**src/rtl/fpu_inflight_tracker_pkg.sv**
```systemverilog
// fpu_inflight_tracker_pkg: shared FPU pipeline sizes and per-op issue latencies
package fpu_inflight_tracker_pkg;
    localparam int FPU_DEPTH = 5;
    localparam int FP_REG_W  = 5;
    localparam int FPU_LAT_W = 3;
    typedef enum logic [2:0] {OP_FADD, OP_FSUB, OP_FMUL, OP_FDIV, OP_FMV} fpu_op_e;
    localparam logic [FPU_LAT_W-1:0] LAT_FADD = 3'd3;
    localparam logic [FPU_LAT_W-1:0] LAT_FSUB = 3'd3;
    localparam logic [FPU_LAT_W-1:0] LAT_FMUL = 3'd2;
    localparam logic [FPU_LAT_W-1:0] LAT_FDIV = 3'd5;
    localparam logic [FPU_LAT_W-1:0] LAT_MOVE = 3'd0;
    function automatic logic [FPU_LAT_W-1:0] op_lat(input fpu_op_e op);
        return op == OP_FADD ? LAT_FADD : op == OP_FSUB ? LAT_FSUB :
               op == OP_FMUL ? LAT_FMUL : op == OP_FDIV ? LAT_FDIV : LAT_MOVE;
    endfunction
endpackage

```
**src/rtl/fpu_inflight_tracker_if.sv**
```systemverilog
// fpu_inflight_tracker_if: issue/flush inputs and per-stage hazard outputs of the tracker
interface fpu_inflight_tracker_if
    import fpu_inflight_tracker_pkg::*;
#(
    parameter int DEPTH = FPU_DEPTH,
    parameter int REG_W = FP_REG_W,
    parameter int LAT_W = FPU_LAT_W
);
    logic                   stall;
    logic                   issue_valid;
    logic [REG_W-1:0]       issue_rd;
    logic                   issue_regwrite;
    logic [LAT_W-1:0]       issue_lat;
    logic                   kill_issue;
    logic [DEPTH-1:0]       flush_mask;
    logic [DEPTH*REG_W-1:0] stage_rd;
    logic [DEPTH-1:0]       stage_regwrite;
    logic [DEPTH-1:0]       stage_legal;
    logic [DEPTH-1:0]       stage_hazard;
    logic                   busy;
    logic                   wb_valid;
    logic [REG_W-1:0]       wb_rd;
    modport master (
        output stall, issue_valid, issue_rd, issue_regwrite, issue_lat, kill_issue, flush_mask,
        input  stage_rd, stage_regwrite, stage_legal, stage_hazard, busy, wb_valid, wb_rd
    );
    modport slave (
        input  stall, issue_valid, issue_rd, issue_regwrite, issue_lat, kill_issue, flush_mask,
        output stage_rd, stage_regwrite, stage_legal, stage_hazard, busy, wb_valid, wb_rd
    );
endinterface

```
**src/rtl/fpu_inflight_tracker_entry.sv**
```systemverilog
// fpu_inflight_entry: one pipeline stage slot with hold/advance/flush and saturating latency countdown
module fpu_inflight_entry #(
    parameter int REG_W = 5,
    parameter int LAT_W = 3,
    parameter bit DEC   = 1'b1
) (
    input  logic             clk,
    input  logic             rstn,
    input  logic             stall,
    input  logic             flush,
    input  logic             in_legal,
    input  logic             in_regwrite,
    input  logic [REG_W-1:0] in_rd,
    input  logic [LAT_W-1:0] in_remaining,
    output logic             legal,
    output logic             regwrite,
    output logic [REG_W-1:0] rd,
    output logic [LAT_W-1:0] remaining
);
    logic [LAT_W-1:0] next_remaining;
    assign next_remaining = (DEC && in_remaining != '0) ? in_remaining - LAT_W'(1) : in_remaining;
    always_ff @(posedge clk) begin
        if (!rstn) begin
            legal     <= 1'b0;
            regwrite  <= 1'b0;
            rd        <= '0;
            remaining <= '0;
        end else if (stall) begin
            legal <= legal & ~flush;
        end else begin
            legal     <= in_legal;
            regwrite  <= in_regwrite;
            rd        <= in_rd;
            remaining <= next_remaining;
        end
    end
endmodule

```
**src/rtl/fpu_inflight_tracker.sv**
```systemverilog
// fpu_inflight_tracker: tracks in-flight FPU ops per stage for the decode hazard check and retire writeback
module fpu_inflight_tracker
    import fpu_inflight_tracker_pkg::*;
#(
    parameter int DEPTH = FPU_DEPTH,
    parameter int REG_W = FP_REG_W,
    parameter int LAT_W = FPU_LAT_W
) (
    input logic clk,
    input logic rstn,
    fpu_inflight_tracker_if.slave bus
);
    logic             legal    [DEPTH];
    logic             regwrite [DEPTH];
    logic [REG_W-1:0] rd       [DEPTH];
    logic [LAT_W-1:0] remaining[DEPTH];
    logic             in_legal    [DEPTH];
    logic             in_regwrite [DEPTH];
    logic [REG_W-1:0] in_rd       [DEPTH];
    logic [LAT_W-1:0] in_remaining[DEPTH];
    logic             new_legal;
    logic [LAT_W-1:0] new_lat;
    assign new_legal = bus.issue_valid & ~bus.kill_issue;
    assign new_lat   = bus.issue_lat > LAT_W'(DEPTH) ? LAT_W'(DEPTH) : bus.issue_lat;
    for (genvar i = 0; i < DEPTH; i++) begin : g_stage
        if (i == 0) begin : g_head
            // a rejected issue enters as an all-zero bubble
            assign in_legal[i]     = new_legal;
            assign in_regwrite[i]  = new_legal & bus.issue_regwrite;
            assign in_rd[i]        = new_legal ? bus.issue_rd : '0;
            assign in_remaining[i] = new_legal ? new_lat : '0;
        end else begin : g_body
            assign in_legal[i]     = legal[i-1] & ~bus.flush_mask[i-1];
            assign in_regwrite[i]  = regwrite[i-1];
            assign in_rd[i]        = rd[i-1];
            assign in_remaining[i] = remaining[i-1];
        end
        fpu_inflight_entry #(.REG_W(REG_W), .LAT_W(LAT_W), .DEC(i != 0)) u_entry (
            .clk         (clk),
            .rstn        (rstn),
            .stall       (bus.stall),
            .flush       (bus.flush_mask[i]),
            .in_legal    (in_legal[i]),
            .in_regwrite (in_regwrite[i]),
            .in_rd       (in_rd[i]),
            .in_remaining(in_remaining[i]),
            .legal       (legal[i]),
            .regwrite    (regwrite[i]),
            .rd          (rd[i]),
            .remaining   (remaining[i])
        );
        assign bus.stage_rd[i*REG_W +: REG_W] = rd[i];
        assign bus.stage_regwrite[i]          = regwrite[i];
        assign bus.stage_legal[i]             = legal[i];
        assign bus.stage_hazard[i]            = legal[i] & (remaining[i] != '0);
    end
    assign bus.busy     = |bus.stage_hazard;
    assign bus.wb_valid = legal[DEPTH-1] & regwrite[DEPTH-1] & ~bus.stall & ~bus.flush_mask[DEPTH-1];
    assign bus.wb_rd    = rd[DEPTH-1];
endmodule

```
**src/flat_wrapper.sv**
```systemverilog
// flat-port wrapper written by rule: the top's interface ports become plain ports
module fpu_inflight_tracker_flat import fpu_inflight_tracker_pkg::*;
#(
    parameter int DEPTH = FPU_DEPTH,
    parameter int REG_W = FP_REG_W,
    parameter int LAT_W = FPU_LAT_W
)
  (clk, rstn, bus_stall, bus_issue_valid, bus_issue_rd, bus_issue_regwrite, bus_issue_lat, bus_kill_issue, bus_flush_mask, bus_stage_rd, bus_stage_regwrite, bus_stage_legal, bus_stage_hazard, bus_busy, bus_wb_valid, bus_wb_rd);
  fpu_inflight_tracker_if #(.DEPTH(DEPTH), .REG_W(REG_W), .LAT_W(LAT_W)) bus_i ();
  input logic clk;
  input logic rstn;
  input wire logic [$bits(bus_i.stall)-1:0] bus_stall;
  input wire logic [$bits(bus_i.issue_valid)-1:0] bus_issue_valid;
  input wire logic [$bits(bus_i.issue_rd)-1:0] bus_issue_rd;
  input wire logic [$bits(bus_i.issue_regwrite)-1:0] bus_issue_regwrite;
  input wire logic [$bits(bus_i.issue_lat)-1:0] bus_issue_lat;
  input wire logic [$bits(bus_i.kill_issue)-1:0] bus_kill_issue;
  input wire logic [$bits(bus_i.flush_mask)-1:0] bus_flush_mask;
  output wire logic [$bits(bus_i.stage_rd)-1:0] bus_stage_rd;
  output wire logic [$bits(bus_i.stage_regwrite)-1:0] bus_stage_regwrite;
  output wire logic [$bits(bus_i.stage_legal)-1:0] bus_stage_legal;
  output wire logic [$bits(bus_i.stage_hazard)-1:0] bus_stage_hazard;
  output wire logic [$bits(bus_i.busy)-1:0] bus_busy;
  output wire logic [$bits(bus_i.wb_valid)-1:0] bus_wb_valid;
  output wire logic [$bits(bus_i.wb_rd)-1:0] bus_wb_rd;
  assign bus_i.stall = bus_stall;
  assign bus_i.issue_valid = bus_issue_valid;
  assign bus_i.issue_rd = bus_issue_rd;
  assign bus_i.issue_regwrite = bus_issue_regwrite;
  assign bus_i.issue_lat = bus_issue_lat;
  assign bus_i.kill_issue = bus_kill_issue;
  assign bus_i.flush_mask = bus_flush_mask;
  assign bus_stage_rd = bus_i.stage_rd;
  assign bus_stage_regwrite = bus_i.stage_regwrite;
  assign bus_stage_legal = bus_i.stage_legal;
  assign bus_stage_hazard = bus_i.stage_hazard;
  assign bus_busy = bus_i.busy;
  assign bus_wb_valid = bus_i.wb_valid;
  assign bus_wb_rd = bus_i.wb_rd;
  fpu_inflight_tracker #(.DEPTH(DEPTH), .REG_W(REG_W), .LAT_W(LAT_W)) u_core (.clk(clk), .rstn(rstn), .bus(bus_i));
endmodule
```
**config.mk**
```make
export PLATFORM = sky130hd
export DESIGN_NAME = fpu_inflight_tracker_flat
export DESIGN_NICKNAME = d
export VERILOG_FILES = /design/src/rtl/fpu_inflight_tracker_pkg.sv /design/src/rtl/fpu_inflight_tracker_if.sv /design/src/rtl/fpu_inflight_tracker_entry.sv /design/src/rtl/fpu_inflight_tracker.sv /design/src/flat_wrapper.sv
export SDC_FILE = /design/constraint.sdc
export NUM_CORES = 1
export LEC_CHECK = 0
export BUFFER_PORTS_ARGS = -buffer_cell sky130_fd_sc_hd__clkbuf_2
export CORE_MARGIN = 10
export CORE_UTILIZATION = 51
export CTS_BUF_LIST = sky130_fd_sc_hd__clkbuf_8 sky130_fd_sc_hd__clkbuf_16
export DETAILED_ROUTE_END_ITERATION = 16
export PLACE_DENSITY = 0.79
export SYNTH_ARGS = -nofsm -noshare
export SYNTH_HDL_FRONTEND = slang
export SYNTH_SLANG_ARGS = --single-unit
```
**constraint.sdc**
```tcl
create_clock -name clk -period 1.4 [get_ports clk]
set_input_delay 0 -clock clk [delete_from_list [all_inputs] [get_ports clk]]
set_output_delay 0 -clock clk [all_outputs]
set_load 0.1 [all_outputs]
```
==> impl_metrics.ini <==
[outcome]
status = finished, violations left
violations = setup timing

[clocking]
clk_latency_ps = 310
cts.path.max_buffers = 2
ctsHtreeMaxLevel = 2
numCtsBuffers = 5
cts_tree = yes
clockRootBuffer = clkbuf_8
clock-sinks = 50
clk_pin_slew_ps = 90

[sta]
slew_headroom_pct = 62.9
setup_viol = 4
period_share_pct = 114
timing.fmax_mhz = 627
finalCriticalPeriod_ps = 1590
worst_slew_pin_slew_ps = 558
fin_skew_ps = 9.45
slew_violations = 0
rsz0062_at_grt = yes
finalHoldViolCount = 0
finalWorstSetupSlack_ps = -195

[power]
power_leakage_nw = 1.40
vdd_drop_max_v = 0.000557
power.density_nw_per_um2 = 883
power_mw = 2.76

[synthesis]
synth_seq_cells = 50
synth_fp_nets = 257
async_reset_ff_share_pct = 0
yosysWarnings = 0
ys.flop_type = dfxtp_1
ys_seq_area_share_pct = 43.8
synth_commonest_cells = dfxtp_1, nor2b_1, mux2i_1
yosysMostFrequentCell = dfxtp_1
synth.top_cells.by_area = dfxtp_1, mux2i_1, nor2b_1
syn_inst = 226
syn_area_sq_um = 2290
netlist-cell-type-count = 28
synth_edf_count = 0
yosysTopAreaCell = dfxtp_1
synth_top_area_share_pct = 43.8
syn_avg_cell_area_sq_um = 10.1

[setup_path]
critPathMaxFanout = 2
cp_slowest_cell = dfxtp_2
start_kind = flip-flop
cp_common_cell = ha_4
cp_cell_sequence = inv_2 > ha_4 > ha_4 > nor2b_4 > nor4_4 > nand2b_4 > buf_12
cpPeakStageDelay_ps = 340
worst-setup-path-type = flip-flop to output pin
crit_required_ps = 1400
critPathTopFamily = simple AND/OR/NAND/NOR gates
arrival_ps = 1590
crit_buf_inv = 2
crit_path_end_kind = output pin

[global_routing]
overflow = 0
grt_pass1_wl_um = 8420
grt_pass1_vias = 1748
grt_usage_pct = 13.7
grt_max_degree = 49
antenna_found_initial = 0

[detailed_routing]
dr.pass1.iters = 4
viasPerCell = 4.99
drt_wl_total_um = 5220
drc = 0
drtAntennaViolNets = 0
drtIter0Drc = 89
wl_per_cell_um = 14.8
vias = 1761

[placed_design]
hpwlAfterDp_um = 3670
gp_congestion = 0.763
port_buffers = 65
dp.cells = 320

[floorplanning]
die_width_um = 87.0
start_util_pct = 52.5
die_h_um = 87.0
core_sq_um = 4350
num_rows = 24
dieArea_sq_um = 7560
io_pins = 66

[finish]
fillers = 308
fin_cells = 353
fin_nets = 331
drive_gt1_share_pct = 40.5
area_growth_pct = 36.8
diodes = 0

[min_path]
hold_path_class = input port to flip-flop

[job]
drv_cap = 0
-- sequential cells by signal, summed over array words and instances, names as in the netlist --
| register | flops |
|---|---|
| u_core.g_stage.u_entry.rd | 25 |
| u_core.g_stage.u_entry.remaining | 15 |
| u_core.g_stage.u_entry.legal | 5 |
| u_core.g_stage.u_entry.regwrite | 5 |
-- placed cells by master, fill, tap and decap left out, drive strengths merged, types with 8 or more instances in the layout --
| master | netlist | final |
|---|---|---|
| a22o | 8 | 8 |
| buf | 21 | 23 |
| clkbuf | 5 | 64 |
| dfxtp | 50 | 50 |
| dlygate4sd3 | 0 | 12 |
| ha | 12 | 12 |
| inv | 18 | 19 |
| mux2i | 28 | 28 |
| nand3 | 8 | 8 |
| nor2b | 33 | 33 |
| o21ai | 8 | 8 |
-- per-stage QoR --
step	setup WS [ps]	setup TNS, ps	hold slack [ps]	util [%]	area, sq um
finish	-195	-329	8.42	71.8	3130
global route	-287	-641	11.7	71.8	3130
CTS	-205	-286	6.14	71.4	3110
detailed placement	106	0	219	64.0	2790
global placement	124	0	217	64.0	2790
floorplan	-231	-309	118	-	2440
-- worst min-delay path, delay by kind of cell --
family,cells,cell delay (ps)
AND/OR/NAND/NOR,1,110
buffers and inverters,1,110
AO/OA/AOI/OAI,1,60
-- logic make-up after synthesis --
| family | count (synthesis) | share of synthesized area, % |
|---|---|---|
| and+or+nand+nor | 60 | 16.9 |
| xor gates and xnor gates | 4 | 1.53 |
| AOI/OAI and AO/OA | 28 | 8.43 |
| muxes | 28 | 12.3 |
| DFF | 50 | 43.8 |
| buffers and inverters | 44 | 10.5 |
| adders and majority gates | 12 | 6.57 |
-- per-layer routing --
layer	global-route usage, %	wire, um
met1	15.0	2070
met2	23.1	2690
met3	4.96	357
met4	6.04	97
met5	0	0
-- cell type report --
| cell class | count | area (sq um) | share of cell area [%] |
|---|---|---|---|
| multi-input combinational | 132 | 1210 | 38.8 |
| sequential | 50 | 1010 | 32.3 |
| timing repair buffer | 93 | 672 | 21.5 |
| clock buffer | 6 | 82.6 | 2.64 |
| inverter | 18 | 67.6 | 2.16 |
| tap | 52 | 65.1 | 2.08 |
| clock inverter | 2 | 16.3 | 0.520 |
-- path summary, 6_finish.rpt --
check	slack, ps	from	endpoint	cells past startpoint
worst max register to register	120	u_core.g_stage[3].u_entry.remaining[0]	u_core.g_stage[4].u_entry.remaining[1]	8
worst min-delay path	8	bus_flush_mask[4]	u_core.g_stage[4].u_entry.legal	3
worst min register to register	480	u_core.g_stage[4].u_entry.remaining[0]	u_core.g_stage[4].u_entry.remaining[0]	2
worst max-delay path	-190	u_core.g_stage[3].u_entry.remaining[0]	bus_busy	7
-- report_power, final --
part           leakage [nW]  total (mW)  switching [mW]  internal (mW)
logic                 0.942       0.396           0.218          0.178
registers             0.408        1.46          0.0175           1.45
clock network        0.0478       0.903           0.496          0.407
total                  1.40        2.76           0.731           2.03
-- what timing repair did --
| item | in CTS | in global routing |
|---|---|---|
| setup endpoints to repair | 5 | 6 |
| hold buffers | 12 | 0 |
| gates resized for setup | 6 | 3 |
| pin swaps | 5 | 5 |
| buffers inserted | 11 | 2 |
| hold endpoints to repair | 13 | 0 |
No activity file was read; power rests on OpenSTA's default activity.
